$ cat src/rtl/fp_divider_seq.sv
// fp_divider_seq: iterative IEEE-754 single-precision divider, out = a / b.
// The quotient significand is produced RADIX_BITS bits per cycle by restoring division.
// Optional build macro FPD_FLAGS_EN adds flags[4:0] = {invalid, div_by_zero, overflow, underflow, inexact}.
module fp_divider_seq #(
    parameter int RADIX_BITS = 1
) (
    input  logic        clk,
    input  logic        rst_n,
    input  logic        in_valid,
    output logic        in_ready,
    input  logic [31:0] a,
    input  logic [31:0] b,
    output logic        out_valid,
    input  logic        out_ready,
`ifdef FPD_FLAGS_EN
    output logic [4:0]  flags,
`endif
    output logic [31:0] out
);
    localparam int          QBITS      = 26;  // 24 significand + guard + round
    localparam int          DIV_CYCLES = (QBITS + RADIX_BITS - 1) / RADIX_BITS;
    localparam logic [31:0] QNAN       = 32'h7FC0_0000;

    typedef enum logic [2:0] {IDLE, SPECIAL, DIV, NORM, DONE} state_t;

    state_t            state_q, state_d;
    logic [31:0]       a_q, a_d, b_q, b_d;
    logic [31:0]       out_q, out_d;
    logic [25:0]       rem_q, rem_d;   // partial remainder, always < 2*divisor after a step
    logic [23:0]       dvs_q, dvs_d;   // divisor significand {1, mb}
    logic [25:0]       quo_q, quo_d;
    logic [4:0]        cnt_q, cnt_d;
    logic signed [9:0] exp_q, exp_d;

    logic sign;
    logic a_zero, a_inf, a_nan, b_zero, b_inf, b_nan;

    assign in_ready  = rst_n && (state_q == IDLE);
    assign out_valid = rst_n && (state_q == DONE);
    assign out       = out_q;

    // Classify the latched operands; subnormals count as zero (flush-to-zero).
    always_comb begin
        sign   = a_q[31] ^ b_q[31];
        a_zero = (a_q[30:23] == 8'h00);
        b_zero = (b_q[30:23] == 8'h00);
        a_inf  = (a_q[30:23] == 8'hFF) && (a_q[22:0] == 23'd0);
        b_inf  = (b_q[30:23] == 8'hFF) && (b_q[22:0] == 23'd0);
        a_nan  = (a_q[30:23] == 8'hFF) && (a_q[22:0] != 23'd0);
        b_nan  = (b_q[30:23] == 8'hFF) && (b_q[22:0] != 23'd0);
    end

    logic        special;
    logic [31:0] special_res;

    // Resolve special operand combinations in priority order.
    always_comb begin
        special     = 1'b1;
        special_res = {sign, 31'd0};
        if (a_nan || b_nan || (a_inf && b_inf) || (a_zero && b_zero)) begin
            special_res = QNAN;
        end else if (a_inf || b_zero) begin
            special_res = {sign, 8'hFF, 23'd0};
        end else if (a_zero || b_inf) begin
            special_res = {sign, 31'd0};
        end else begin
            special = 1'b0;
        end
    end

    logic [25:0] step_rem, step_quo;

    // Retire RADIX_BITS restoring-division steps per DIV cycle.
    always_comb begin
        // NOTE: blocking assignments chain the unrolled steps within one cycle;
        // registers themselves are only ever updated with <= in always_ff.
        step_rem = rem_q;
        step_quo = quo_q;
        for (int i = 0; i < RADIX_BITS; i++) begin
            if (step_rem >= {2'b00, dvs_q}) begin
                step_rem = (step_rem - {2'b00, dvs_q}) << 1;
                step_quo = {step_quo[24:0], 1'b1};
            end else begin
                step_rem = step_rem << 1;
                step_quo = {step_quo[24:0], 1'b0};
            end
        end
    end

    logic [25:0]       nq;
    logic signed [9:0] ne;
    logic              guard, rnd, sticky, round_up, ovf, unf;
    logic [24:0]       sum;
    logic [22:0]       mant;
    logic [31:0]       norm_res;

    // Normalise the quotient, round to nearest even and apply range limits.
    always_comb begin
        nq = quo_q;
        ne = exp_q;
        if (!quo_q[25]) begin
            nq = {quo_q[24:0], 1'b0};
            ne = exp_q - 10'sd1;
        end
        guard    = nq[1];
        rnd      = nq[0];
        sticky   = |rem_q;
        round_up = guard && (rnd || sticky || nq[2]);
        sum      = {1'b0, nq[25:2]} + {24'd0, round_up};
        mant     = sum[22:0];
        if (sum[24]) begin
            mant = sum[23:1];
            ne   = ne + 10'sd1;
        end
        ovf = (ne >= 10'sd255);
        unf = (ne <= 10'sd0);
        if (ovf) begin
            norm_res = {sign, 8'hFF, 23'd0};
        end else if (unf) begin
            norm_res = {sign, 31'd0};
        end else begin
            norm_res = {sign, ne[7:0], mant};
        end
    end

    // Next-state and datapath register updates for the operation sequence.
    always_comb begin
        // NOTE: every target gets a hold value first, so no path infers a latch.
        state_d = state_q;
        a_d     = a_q;
        b_d     = b_q;
        out_d   = out_q;
        rem_d   = rem_q;
        dvs_d   = dvs_q;
        quo_d   = quo_q;
        cnt_d   = cnt_q;
        exp_d   = exp_q;
        case (state_q)
            IDLE: begin
                if (in_valid && in_ready) begin
                    a_d     = a;
                    b_d     = b;
                    state_d = SPECIAL;
                end
            end
            SPECIAL: begin
                rem_d = {3'b001, a_q[22:0]};
                dvs_d = {1'b1, b_q[22:0]};
                quo_d = '0;
                cnt_d = 5'(DIV_CYCLES);
                exp_d = $signed({2'b00, a_q[30:23]}) - $signed({2'b00, b_q[30:23]}) + 10'sd127;
                if (special) begin
                    out_d   = special_res;
                    state_d = DONE;
                end else begin
                    state_d = DIV;
                end
            end
            DIV: begin
                rem_d = step_rem;
                quo_d = step_quo;
                cnt_d = cnt_q - 5'd1;
                if (cnt_q == 5'd1) state_d = NORM;
            end
            NORM: begin
                out_d   = norm_res;
                state_d = DONE;
            end
            DONE: begin
                if (out_ready) state_d = IDLE;
            end
            default: state_d = IDLE;
        endcase
    end

    // State and result registers with synchronous active-low reset.
    always_ff @(posedge clk) begin
        if (!rst_n) begin
            state_q <= IDLE;
            out_q   <= 32'h0;
        end else begin
            state_q <= state_d;
            out_q   <= out_d;
        end
    end

    // Working registers; every field is rewritten before it is read, so they carry no reset.
    always_ff @(posedge clk) begin
        // NOTE: leaving pure datapath registers out of reset keeps the reset net small;
        // only the FSM and visible outputs need a defined value.
        a_q   <= a_d;
        b_q   <= b_d;
        rem_q <= rem_d;
        dvs_q <= dvs_d;
        quo_q <= quo_d;
        cnt_q <= cnt_d;
        exp_q <= exp_d;
    end

`ifdef FPD_FLAGS_EN
    logic [4:0] flags_q, flags_d;

    // Capture exception flags together with the result they describe.
    always_comb begin
        flags_d = flags_q;
        if (state_q == SPECIAL) begin
            flags_d    = 5'd0;
            flags_d[4] = special && (special_res == QNAN);
            flags_d[3] = special && b_zero && !a_zero && !a_inf && !a_nan;
        end else if (state_q == NORM) begin
            flags_d = {2'b00, ovf, unf, guard || rnd || sticky || ovf || unf};
        end
    end

    // Flag register, cleared by reset.
    always_ff @(posedge clk) begin
        if (!rst_n) flags_q <= 5'd0;
        else        flags_q <= flags_d;
    end

    assign flags = flags_q;
`endif

endmodule

$ cat config.mk
export PLATFORM = sky130hd
export DESIGN_NAME = fp_divider_seq
export DESIGN_NICKNAME = d
export VERILOG_FILES = /design/src/rtl/fp_divider_seq.sv
export SDC_FILE = /design/constraint.sdc
export NUM_CORES = 1
export LEC_CHECK = 0
export CORE_AREA = 2 2 168 211
export CTS_CLUSTER_DIAMETER = 200
export DETAILED_ROUTE_END_ITERATION = 10
export DIE_AREA = 0 0 170 213
export GPL_ROUTABILITY_DRIVEN = 0
export GPL_TIMING_DRIVEN = 0
export HOLD_SLACK_MARGIN = 0.06
export PLACE_DENSITY_LB_ADDON = 0.05
export REMOVE_ABC_BUFFERS = 1
export SETUP_SLACK_MARGIN = 0.2
export SYNTH_ARGS = -nofsm -noshare
export SYNTH_HDL_FRONTEND = slang
export SYNTH_SLANG_ARGS = --single-unit
$ cat constraint.sdc
create_clock -name clk -period 4.85 [get_ports clk]
set_clock_uncertainty 0.05 [all_clocks]
set_input_delay 1.455 -clock clk [delete_from_list [all_inputs] [get_ports clk]]
set_output_delay 1.455 -clock clk [all_outputs]
set_load 0.01 [all_outputs]
-- Word-level counts from Yosys, hierarchy flattened
Cells that the tools add are included.
- logic and storage cells: 84
- bits of input ports: 68
- bits in registers: 189
- output and inout bits: 34
- mux-type cells: 23
- reduce and logical (&&, ||, !) cells: 30
- equality and inequality tests: 11
- bitwise gates (word level): 1
- order comparisons: 3
- add/subtract/negate cells: 7
- operators with widths (operator ; number):
    $pmux 26 s2 ; 2
    $mux 31 ; 3
    $mux 32 ; 2
    $pmux 32 s2 ; 1
    $mux 26 ; 2
    $logic_not 23->1 ; 2
    $reduce_bool 23->1 ; 2
    $ge 26x24->1 ; 1
    $reduce_or 26->1 ; 1
    $add 24x1->25 ; 1
    $sub 25x24->25 ; 1
    $mux 23 ; 1
    $mux 10 ; 2
    $eq 8x8->1 const B ; 2
    $logic_not 8->1 ; 2
    $pmux 3 s5 ; 1
    $mux 3 ; 4
    $add 10x2->10 const B ; 1
    $add 9x8->10 const B ; 1
    $ge 10x9->1 const B ; 1
    $le 10x1->1 const B ; 1
    $logic_and 1x1->1 ; 10
    $pmux 5 s2 ; 1
    $sub 10x2->10 const B ; 1
    other kinds (15) ; 29

-- Logic depth before layout (Yosys ltp)
Gate-level depths: netlist (run 1).
- depth in word-level cells: 10
- depth in mapped cells: 20
- mapped depth without buffers: 13

-- Least setup slack after synthesis (run 1)
Ideal clock, no wire load.
- path kind: register to register
- start: register state_q[2]
- end: register cnt_q[0] (enable)
- arrival: 4.534 ns
- period minus slack after synthesis: 5.135 ns
- cell stages (with the launch flop): 3
- setup time: 0.551 ns
- path buffers: 0
- slack: -0.285 ns
- required time: 4.249 ns
- cells stage by stage: dfxtp_1 nand2b_1 o21ai_0
- word-level cells in the longest chain between the ends: 2
- elaborated cells on any way between the ends: 3
- classes of those cells: eq/ne (2); reduce/logical (1)
- RTL lines (item ; line ; RTL):
    start: declaration ; 26 ; state_t state_q, state_d;
    start signal: assignment ; 182 ; state_q <= state_d;
    $eq 3x2->1 or $eq 3x1->1 (tied branches) ; 138 ; case (state_q)
    $reduce_bool 2->1 (no line) (*) ; n/a ;
    end signal: assignment ; 196 ; cnt_q <= cnt_d;
    end: declaration ; 32 ; logic [4:0] cnt_q, cnt_d;
Mark *: on every way between the ends. The rest lies on a longest branch, timed or not.
A chain may end at the register's enable or synchronous reset.

-- Worst setup path after layout (run 1)
- start: input rst_n
- end: output in_ready
- word-level cells in the longest chain between the ends: 1
- RTL lines (item ; line ; RTL):
    start: declaration ; 8 ; input logic rst_n,
    $logic_and 1x1->1 ; 38 ; assign in_ready = rst_n && (state_q == IDLE);
    end: declaration ; 10 ; output logic in_ready,
No other way between the ends.

==> results of run 1 <==
[cell type report]
type / instances / area, um2 / share of cell area [%]
clock buffer: 17 / 425 / 3.35
clock inverter: 15 / 210 / 1.66
tap: 429 / 537 / 4.23
multi-input combinational: 710 / 4840 / 38.1
inverter: 56 / 210 / 1.66
sequential: 189 / 5330 / 41.9
timing repair buffer: 107 / 1150 / 9.08
[kinds of logic (layout without fill, tap and decap cells)]
logic type,count (synthesis),count (layout),share of synthesized area [%]
flip-flops,189,189,50.7
buffers and inverters,98,195,3.77
multiplexers,33,33,3.24
XOR/XNOR,84,84,7.01
adder cells (fa/ha/maj),39,39,4.79
AO/OA/AOI/OAI,202,202,13.2
AND/OR/NAND/NOR,352,352,17.3
[layer usage]
layer	vias up	track usage, %	share of wire, %
met3	31	2.26	2.3
met5	-	0	0
met1	3518	17.7	45
met4	0	5.42	2.1
met2	127	26.6	51
li1	3819	-	-
[power breakdown]
part / switching (mW) / internal [mW]
combinational: 0.271 / 0.225
sequential: 0.0633 / 1.84
clock: 0.672 / 0.875
[metrics by stage]
step | area (um2) | std cells | setup TNS, ns
finish | 12700 | 1523 | 0
global route | 12700 | 1523 | 0
CTS | 12700 | 1523 | 0
detailed placement | 12000 | 1491 | -2.78
global placement | 11900 | 1485 | -274.08
floorplan | 10300 | 955 | -16.22
[placed cells by master, fill, tap and decap left out, drive strengths merged, types with 5 or more instances in the layout]
master and count:
a21boi 5, a21o 16, a21oi 27, a22o 22, a2bb2oi 6, a31oi 8
and2 38, and3 12, buf 6, clkbuf 17, clkdlybuf4s50 100, dfxtp 35
edfxtp 154, ha 37, inv 62, mux2 8, mux2i 25, nand2 101
nand2b 15, nand3 25, nand4 20, nor2 62, nor2b 8, nor3 17
nor4 28, o211ai 6, o21a 7, o21ai 61, o31ai 5, or4 8
xnor2 46, xor2 38
[registers in the layout, indices dropped and copies added, names as in the netlist]
register  count
rem_q        26
quo_q        26
a_q          32
b_q          32
cnt_q         5
out          32
exp_q        10
dvs_q        23
state_q       3
[synthesized netlist by cell type (16+ instances only)]
| master | n |
|---|---|
| sky130_fd_sc_hd__edfxtp_1 | 154 |
| sky130_fd_sc_hd__nand2_1 | 101 |
| sky130_fd_sc_hd__nor2_1 | 62 |
| sky130_fd_sc_hd__o21ai_0 | 60 |
| sky130_fd_sc_hd__inv_1 | 56 |
| sky130_fd_sc_hd__xnor2_1 | 46 |
| sky130_fd_sc_hd__and2_1 | 38 |
| sky130_fd_sc_hd__xor2_1 | 38 |
| sky130_fd_sc_hd__ha_1 | 37 |
| sky130_fd_sc_hd__dfxtp_1 | 35 |
| sky130_fd_sc_hd__clkbuf_1 | 28 |
| sky130_fd_sc_hd__nor4_1 | 27 |
| sky130_fd_sc_hd__a21oi_1 | 26 |
| sky130_fd_sc_hd__mux2i_1 | 25 |
| sky130_fd_sc_hd__nand3_1 | 25 |
| sky130_fd_sc_hd__a22o_1 | 22 |
| sky130_fd_sc_hd__nand4_1 | 20 |
| sky130_fd_sc_hd__a21o_1 | 16 |
[timing repair]
| item | 4_1_cts | 5_1_grt |
|---|---|---|
| endpoints found under the hold margin | 0 | 0 |
| endpoints found under the setup margin | 32 | 11 |
| setup buffers | 0 | 0 |
| cloned | 0 | 0 |
| gates resized for setup | 5 | 1 |
[how the worst max path moves through the flow]
stage,end,slack (ns),cells after the start
3_5_place_dp,out[7],-0.18,11
3_3_place_gp,quo_q[13],-3.21,2
4_1_cts,in_ready,0.28,4
5_1_grt,in_ready,0.20,4
2_1_floorplan,cnt_q[0],-0.28,2
6_report,in_ready,0.30,4
==> results.rst, run 1 <==
.. list-table::
   :header-rows: 1

   * - Metric
     - Value
   * - Element type at the critical path start
     - input pin
   * - First-pass iteration count of the detailed router
     - 4
   * - Total of max-cap violations
     - 0
   * - Synth-to-Final Area Change
     - 21.0%
   * - Clock-pin transition on the worst setup and hold timing paths
     - 0.07 ns
   * - Ant diodes
     - 0
   * - Reg2Reg Capture Point
     - out[23]
   * - Count of antenna-violating nets left after detailed routing
     - 0
   * - Half-perimeter wire length after placement
     - 19300 um
   * - Leakage power
     - around 4.7 nW
   * - Number of H-tree branching levels
     - 4
   * - Register bit count reported by yosys
     - ~190
   * - Fillcell total
     - 3451
   * - Worst Path Max Fanout
     - 10
   * - Count of routing violations after the opening detailed-route iteration
     - 280
   * - Total GRT Usage
     - 14.7%
   * - Design Power
     - 3.95 mW
   * - Number of clock sinks
     - between 150 and 200
   * - Via count
     - 7495
   * - Number of different library cells in the post-synthesis netlist
     - 72
   * - Average vias per placed instance
     - 4.92
   * - Die span in x
     - 170 um
   * - Number of buffers inserted by port buffering
     - 101
   * - Number of global-route vias before repair
     - 7564
   * - Number of cells produced by synthesis
     - 997
   * - Hold wc startpoint
     - b_q[0]
   * - Boundary pin count
     - between 100 and 150
   * - Average routed wire per standard cell
     - 17.0 um
   * - Count of warnings emitted by yosys
     - 0
   * - Clock tree from TritonCTS
     - built
   * - Flop2flop setup slack
     - 0.66 ns
   * - Worst-case setup margin in the final layout
     - 0.300 ns
   * - Initial core utilization
     - 30.7%
   * - Max_slew headroom
     - 21.3%
   * - Cell with the largest stage delay on the worst path
     - sky130_fd_sc_hd__clkdlybuf4s50_1
   * - Worst reg-to-reg path cell count
     - 10
   * - Die extent in y
     - between 200 and 250 um
   * - Launch instance of the worst register-to-register path
     - exp_q[0]
   * - Die Outline Area
     - 36200 um2
   * - Worst Hold Endpoint
     - dvs_q[0]
   * - Required time at the worst-slack endpoint
     - around 3.4 ns
   * - Run status
     - complete, no violations
   * - Cell breakdown of the critical path
     - dlygate4sd2_1 > nand2b_1 > nor3_2 > clkdlybuf4s50_1
   * - Dominant register cell in the synthesized netlist
     - sky130_fd_sc_hd__edfxtp_1
   * - Remaining DRCs
     - 0
   * - Global-route congestion overflow total
     - 0
   * - Post-synthesis area per instance
     - 10.5 um2
   * - Period minus WS final
     - 4.55 ns
   * - Highest attainable clock frequency
     - 0.220 GHz
   * - First-pass GRT wire length
     - 41100 um
   * - CP bufs+invs
     - 2
   * - Worst hold margin
     - 0.400 ns
   * - Critical path data arrival time
     - roughly 3.1 ns
   * - Latest clock arrival within the worst-skew pair
     - about 0.45 ns
   * - Final count of hold timing violations
     - 0
   * - Antenna violations before repair
     - 0
   * - Clock tree root buffer cell
     - sky130_fd_sc_hd__clkbuf_16
   * - Number of enable flip-flop cells after synthesis
     - 154
   * - Worst slack, placed
     - -0.177 ns
   * - Share of synthesized registers carrying an async set or reset
     - 0%
   * - Pin count of the biggest net entering global routing
     - 66
   * - Start point of the critical path
     - rst_n
   * - Final Setup Violations
     - 0
   * - Post-synth top area share
     - 44.1%
   * - Portion of the post-synthesis area used by sequential elements
     - about half
   * - Cell area after synthesis
     - 10500 um2
   * - Worst vdd rail ir drop
     - 0.181 mV
   * - Largest buffer count on any clock path
     - 2
   * - Dominant cell type by area after synthesis
     - sky130_fd_sc_hd__edfxtp_1
   * - Final WL
     - approximately 26000 um
   * - Number of CTS-inserted buffers
     - 17
   * - Unrepaired setup endpoints after global routing
     - no
   * - Standard-cell rows
     - 76
   * - Hold-fix buffers, CTS
     - 0
   * - Tightest Pin Transition
     - roughly 1.2 ns
   * - Kind of end point of the critical path
     - primary output
   * - Top delay family on crit path
     - buffers and inverters
   * - Tightest Hold Check Type
     - reg2reg
   * - Tcrit/Tclk final
     - between 90 and 100%
   * - Area of the core region
     - 34200 um2
   * - WS Path Type
     - in2out
   * - Total number of nets in the final design
     - around 1200
   * - Final core utilization
     - 37.1%
   * - PD cells
     - 311 nW/um2
   * - Cell depth of the worst hold path
     - 0
   * - Delay of the slowest critical-path stage
     - 0.59 ns
   * - Slew Viols, Final
     - 0
   * - Share of post-route cells with drive strength above 1
     - 6.12%
   * - Area contributors post-synth
     - sky130_fd_sc_hd__edfxtp_1, sky130_fd_sc_hd__dfxtp_1, sky130_fd_sc_hd__ha_1, sky130_fd_sc_hd__xnor2_1, sky130_fd_sc_hd__nand2_1
(Power assumes the default switching activity.)
==> run 2: changes to the inputs <==
--- a/config.mk
+++ b/config.mk
@@ -7,12 +7,13 @@
 export LEC_CHECK = 0
 export CORE_AREA = 2 2 168 211
 export CTS_CLUSTER_DIAMETER = 200
+export CTS_CLUSTER_SIZE = 14
 export DETAILED_ROUTE_END_ITERATION = 10
 export DIE_AREA = 0 0 170 213
 export GPL_ROUTABILITY_DRIVEN = 0
 export GPL_TIMING_DRIVEN = 0
 export HOLD_SLACK_MARGIN = 0.06
-export PLACE_DENSITY_LB_ADDON = 0.05
+export PLACE_DENSITY = 0.6
 export REMOVE_ABC_BUFFERS = 1
 export SETUP_SLACK_MARGIN = 0.2
 export SYNTH_ARGS = -nofsm -noshare
==> results.rst, run 2 (synthesis gave the netlist of run 1 again) <==
.. list-table::
   :header-rows: 1

   * - Metric
     - Value
   * - Die Outline Area
     - 36200 um2
   * - Fillcell total
     - 3454
   * - Worst vdd rail ir drop
     - 0.204 mV
   * - Proportion of total power due to net switching
     - between 20% and 30%
   * - Worst slack, placed
     - -0.148 ns
   * - Standard-cell rows
     - 76
   * - Final count of hold timing violations
     - 0
   * - Largest buffer count on any clock path
     - 2
   * - Final Setup Violations
     - 0
   * - Number of global-route vias before repair
     - about 7400
   * - Count of routing violations after the opening detailed-route iteration
     - 431
   * - Total GRT Usage
     - 13.4%
   * - Combinational cell fraction of total power
     - 12.7%
   * - Worst Path Max Fanout
     - 10
   * - Die extent in y
     - 213 um
   * - Number of buffers inserted by port buffering
     - slightly above 100
   * - Busiest metal layer after global routing
     - met2
   * - Final WL
     - 23800 um
   * - Crit path depth
     - 4
   * - Average routed wire per standard cell
     - 15.6 um
   * - Cell with the largest stage delay on the worst path
     - sky130_fd_sc_hd__clkdlybuf4s50_1
   * - Seq pwr share
     - between 40% and 50%
   * - Run status
     - complete, no violations
   * - Start point of the critical path
     - rst_n
   * - Critical path data arrival time
     - 2.88 ns
   * - GR Layer Usage met2
     - 23.7%
   * - Final core utilization
     - 37.0%
   * - Delay of the slowest critical-path stage
     - 0.60 ns
   * - Most used cells in the layout excluding fill and tap cells
     - sky130_fd_sc_hd__edfxtp_1, sky130_fd_sc_hd__nand2_1, sky130_fd_sc_hd__clkdlybuf4s50_1
   * - Via count
     - around 7600
   * - First-pass iteration count of the detailed router
     - 5
   * - Worst hold margin
     - 0.407 ns
   * - Max_slew headroom
     - a little under a third
   * - Latest clock arrival within the worst-skew pair
     - 0.44 ns
   * - Worst reg-to-reg path cell count
     - 10
   * - Die span in x
     - 170 um
   * - Total of max-cap violations
     - 0
   * - Clock tree from TritonCTS
     - built
   * - Clock-pin transition on the worst setup and hold timing paths
     - 0.08 ns
   * - Share of post-route cells with drive strength above 1
     - 6.21%
   * - Placed Area
     - 12100 um2
   * - PD cells
     - approximately 300 nW/um2
   * - Synth-to-Final Area Change
     - 20.7%
   * - Number of H-tree branching levels
     - 4
   * - Non-filler cells, final
     - 1524
   * - Power spent charging and discharging nets
     - 1.02 mW
   * - Period minus WS final
     - 4.39 ns
   * - Required time at the worst-slack endpoint
     - 3.35 ns
   * - First-pass GRT wire length
     - ~38000 um
   * - Grt met3 use
     - between 2 and 3%
   * - WS Path Type
     - in2out
   * - Termination of the worst setup path
     - in_ready
   * - Kind of end point of the critical path
     - primary output
   * - Remaining DRCs
     - 0
   * - Slew Viols, Final
     - 0
   * - Design Power
     - 3.83 mW
   * - Clock tree root buffer cell
     - sky130_fd_sc_hd__clkbuf_16
   * - GR met1 Demand/Resource
     - 16.6%
   * - P_int
     - 2.81 mW
   * - Top delay family on crit path
     - buffers and inverters
   * - CP bufs+invs
     - 2
   * - Cell breakdown of the critical path
     - dlymetal6s2s_1 > nand2b_1 > nor3_2 > clkdlybuf4s50_1
   * - Hold-fix buffers, CTS
     - 0
   * - Boundary pin count
     - 102
   * - Number of CTS-inserted buffers
     - 17
   * - Flop2flop setup slack
     - 0.50 ns
   * - Element type at the critical path start
     - input pin
   * - Clk network pwr share
     - between 30% and 40%
   * - Global-route congestion overflow total
     - 0
   * - Tightest Pin Transition
     - 1.02 ns
   * - Count of antenna-violating nets left after detailed routing
     - 0
   * - Number of placed instances with taps included
     - 1492
   * - Tightest Hold Check Type
     - reg2reg
   * - Average vias per placed instance
     - roughly 5
   * - TNS Setup
     - 0 ns
   * - Ant diodes
     - 0
   * - Leakage power
     - 4.67 nW
   * - Total number of nets in the final design
     - 1189
   * - Highest attainable clock frequency
     - 0.228 GHz
   * - Most common cell after layout, fill and taps aside
     - sky130_fd_sc_hd__edfxtp_1
   * - Number of clock sinks
     - about 190
   * - Worst-case setup margin in the final layout
     - 0.462 ns
   * - Area of the core region
     - 34200 um2
   * - Half-perimeter wire length after placement
     - 17700 um
   * - Tcrit/Tclk final
     - 90.5%
   * - Unrepaired setup endpoints after global routing
     - no
   * - Reg2Reg Capture Point
     - out[2]
   * - Pin count of the biggest net entering global routing
     - 66
   * - Fin area
     - between 10000 and 15000 um2
   * - Initial core utilization
     - 30.7%
   * - Launch instance of the worst register-to-register path
     - quo_q[25]
   * - Antenna violations before repair
     - 0
[run 2: cell types whose count changed in the layout (fill, tap and decap cells not counted), sizes merged]
cell	change
inv	+4
dlygate4sd2	-1
bufinv	-3
dlymetal6s2s	+1
buf	+1
clkinv	-1
[run 2: cell type report]
class | instances | area [um2] | share of cell area (%)
clock buffers | 17 | 425 | 3.36
clock inverters | 15 | 171 | 1.35
inverters | 56 | 210 | 1.66
multi-input cells | 710 | 4820 | 38.0
flip-flops and latches | 189 | 5330 | 42.0
well taps | 429 | 537 | 4.24
repair buffers | 108 | 1180 | 9.30
[run 2: worst min path at each step]
stage	from	to	slack (ns)	cells after the start
floorplan	b_q[10]	dvs_q[10]	0.38	0
global placement	b_q[15]	dvs_q[15]	0.38	0
detailed placement	b_q[14]	dvs_q[14]	0.39	0
CTS	b_q[14]	dvs_q[14]	0.40	0
global route	b_q[14]	dvs_q[14]	0.42	0
finish	b_q[15]	dvs_q[15]	0.41	0
[run 2: metal layers]
layer | vias up | part of all wire [%]
met4 | 0 | 1.7
met5 | - | 0
li1 | 3827 | -
met2 | 166 | 50
met3 | 22 | 3.3
met1 | 3587 | 45
[run 2: power groups by stage]
| stage | logic (mW) | registers, mW | clock network, mW |
|---|---|---|---|
| final | 0.487 | 1.90 | 1.44 |
| after global routing | 0.545 | 1.91 | 1.55 |
| after global placement | 0.457 | 1.96 | 0 |
| after floorplan | 0.319 | 1.93 | 0 |
| after CTS | 0.490 | 1.90 | 1.47 |
| after detailed placement | 0.488 | 1.94 | 0 |
[run 2: what timing repair did]
action / in CTS / in global routing
buffers inserted: 0 / 0
pin swaps: 0 / 0
cloned: 0 / 0
gates resized for setup: 3 / 2
endpoints found under the setup margin: 23 / 12
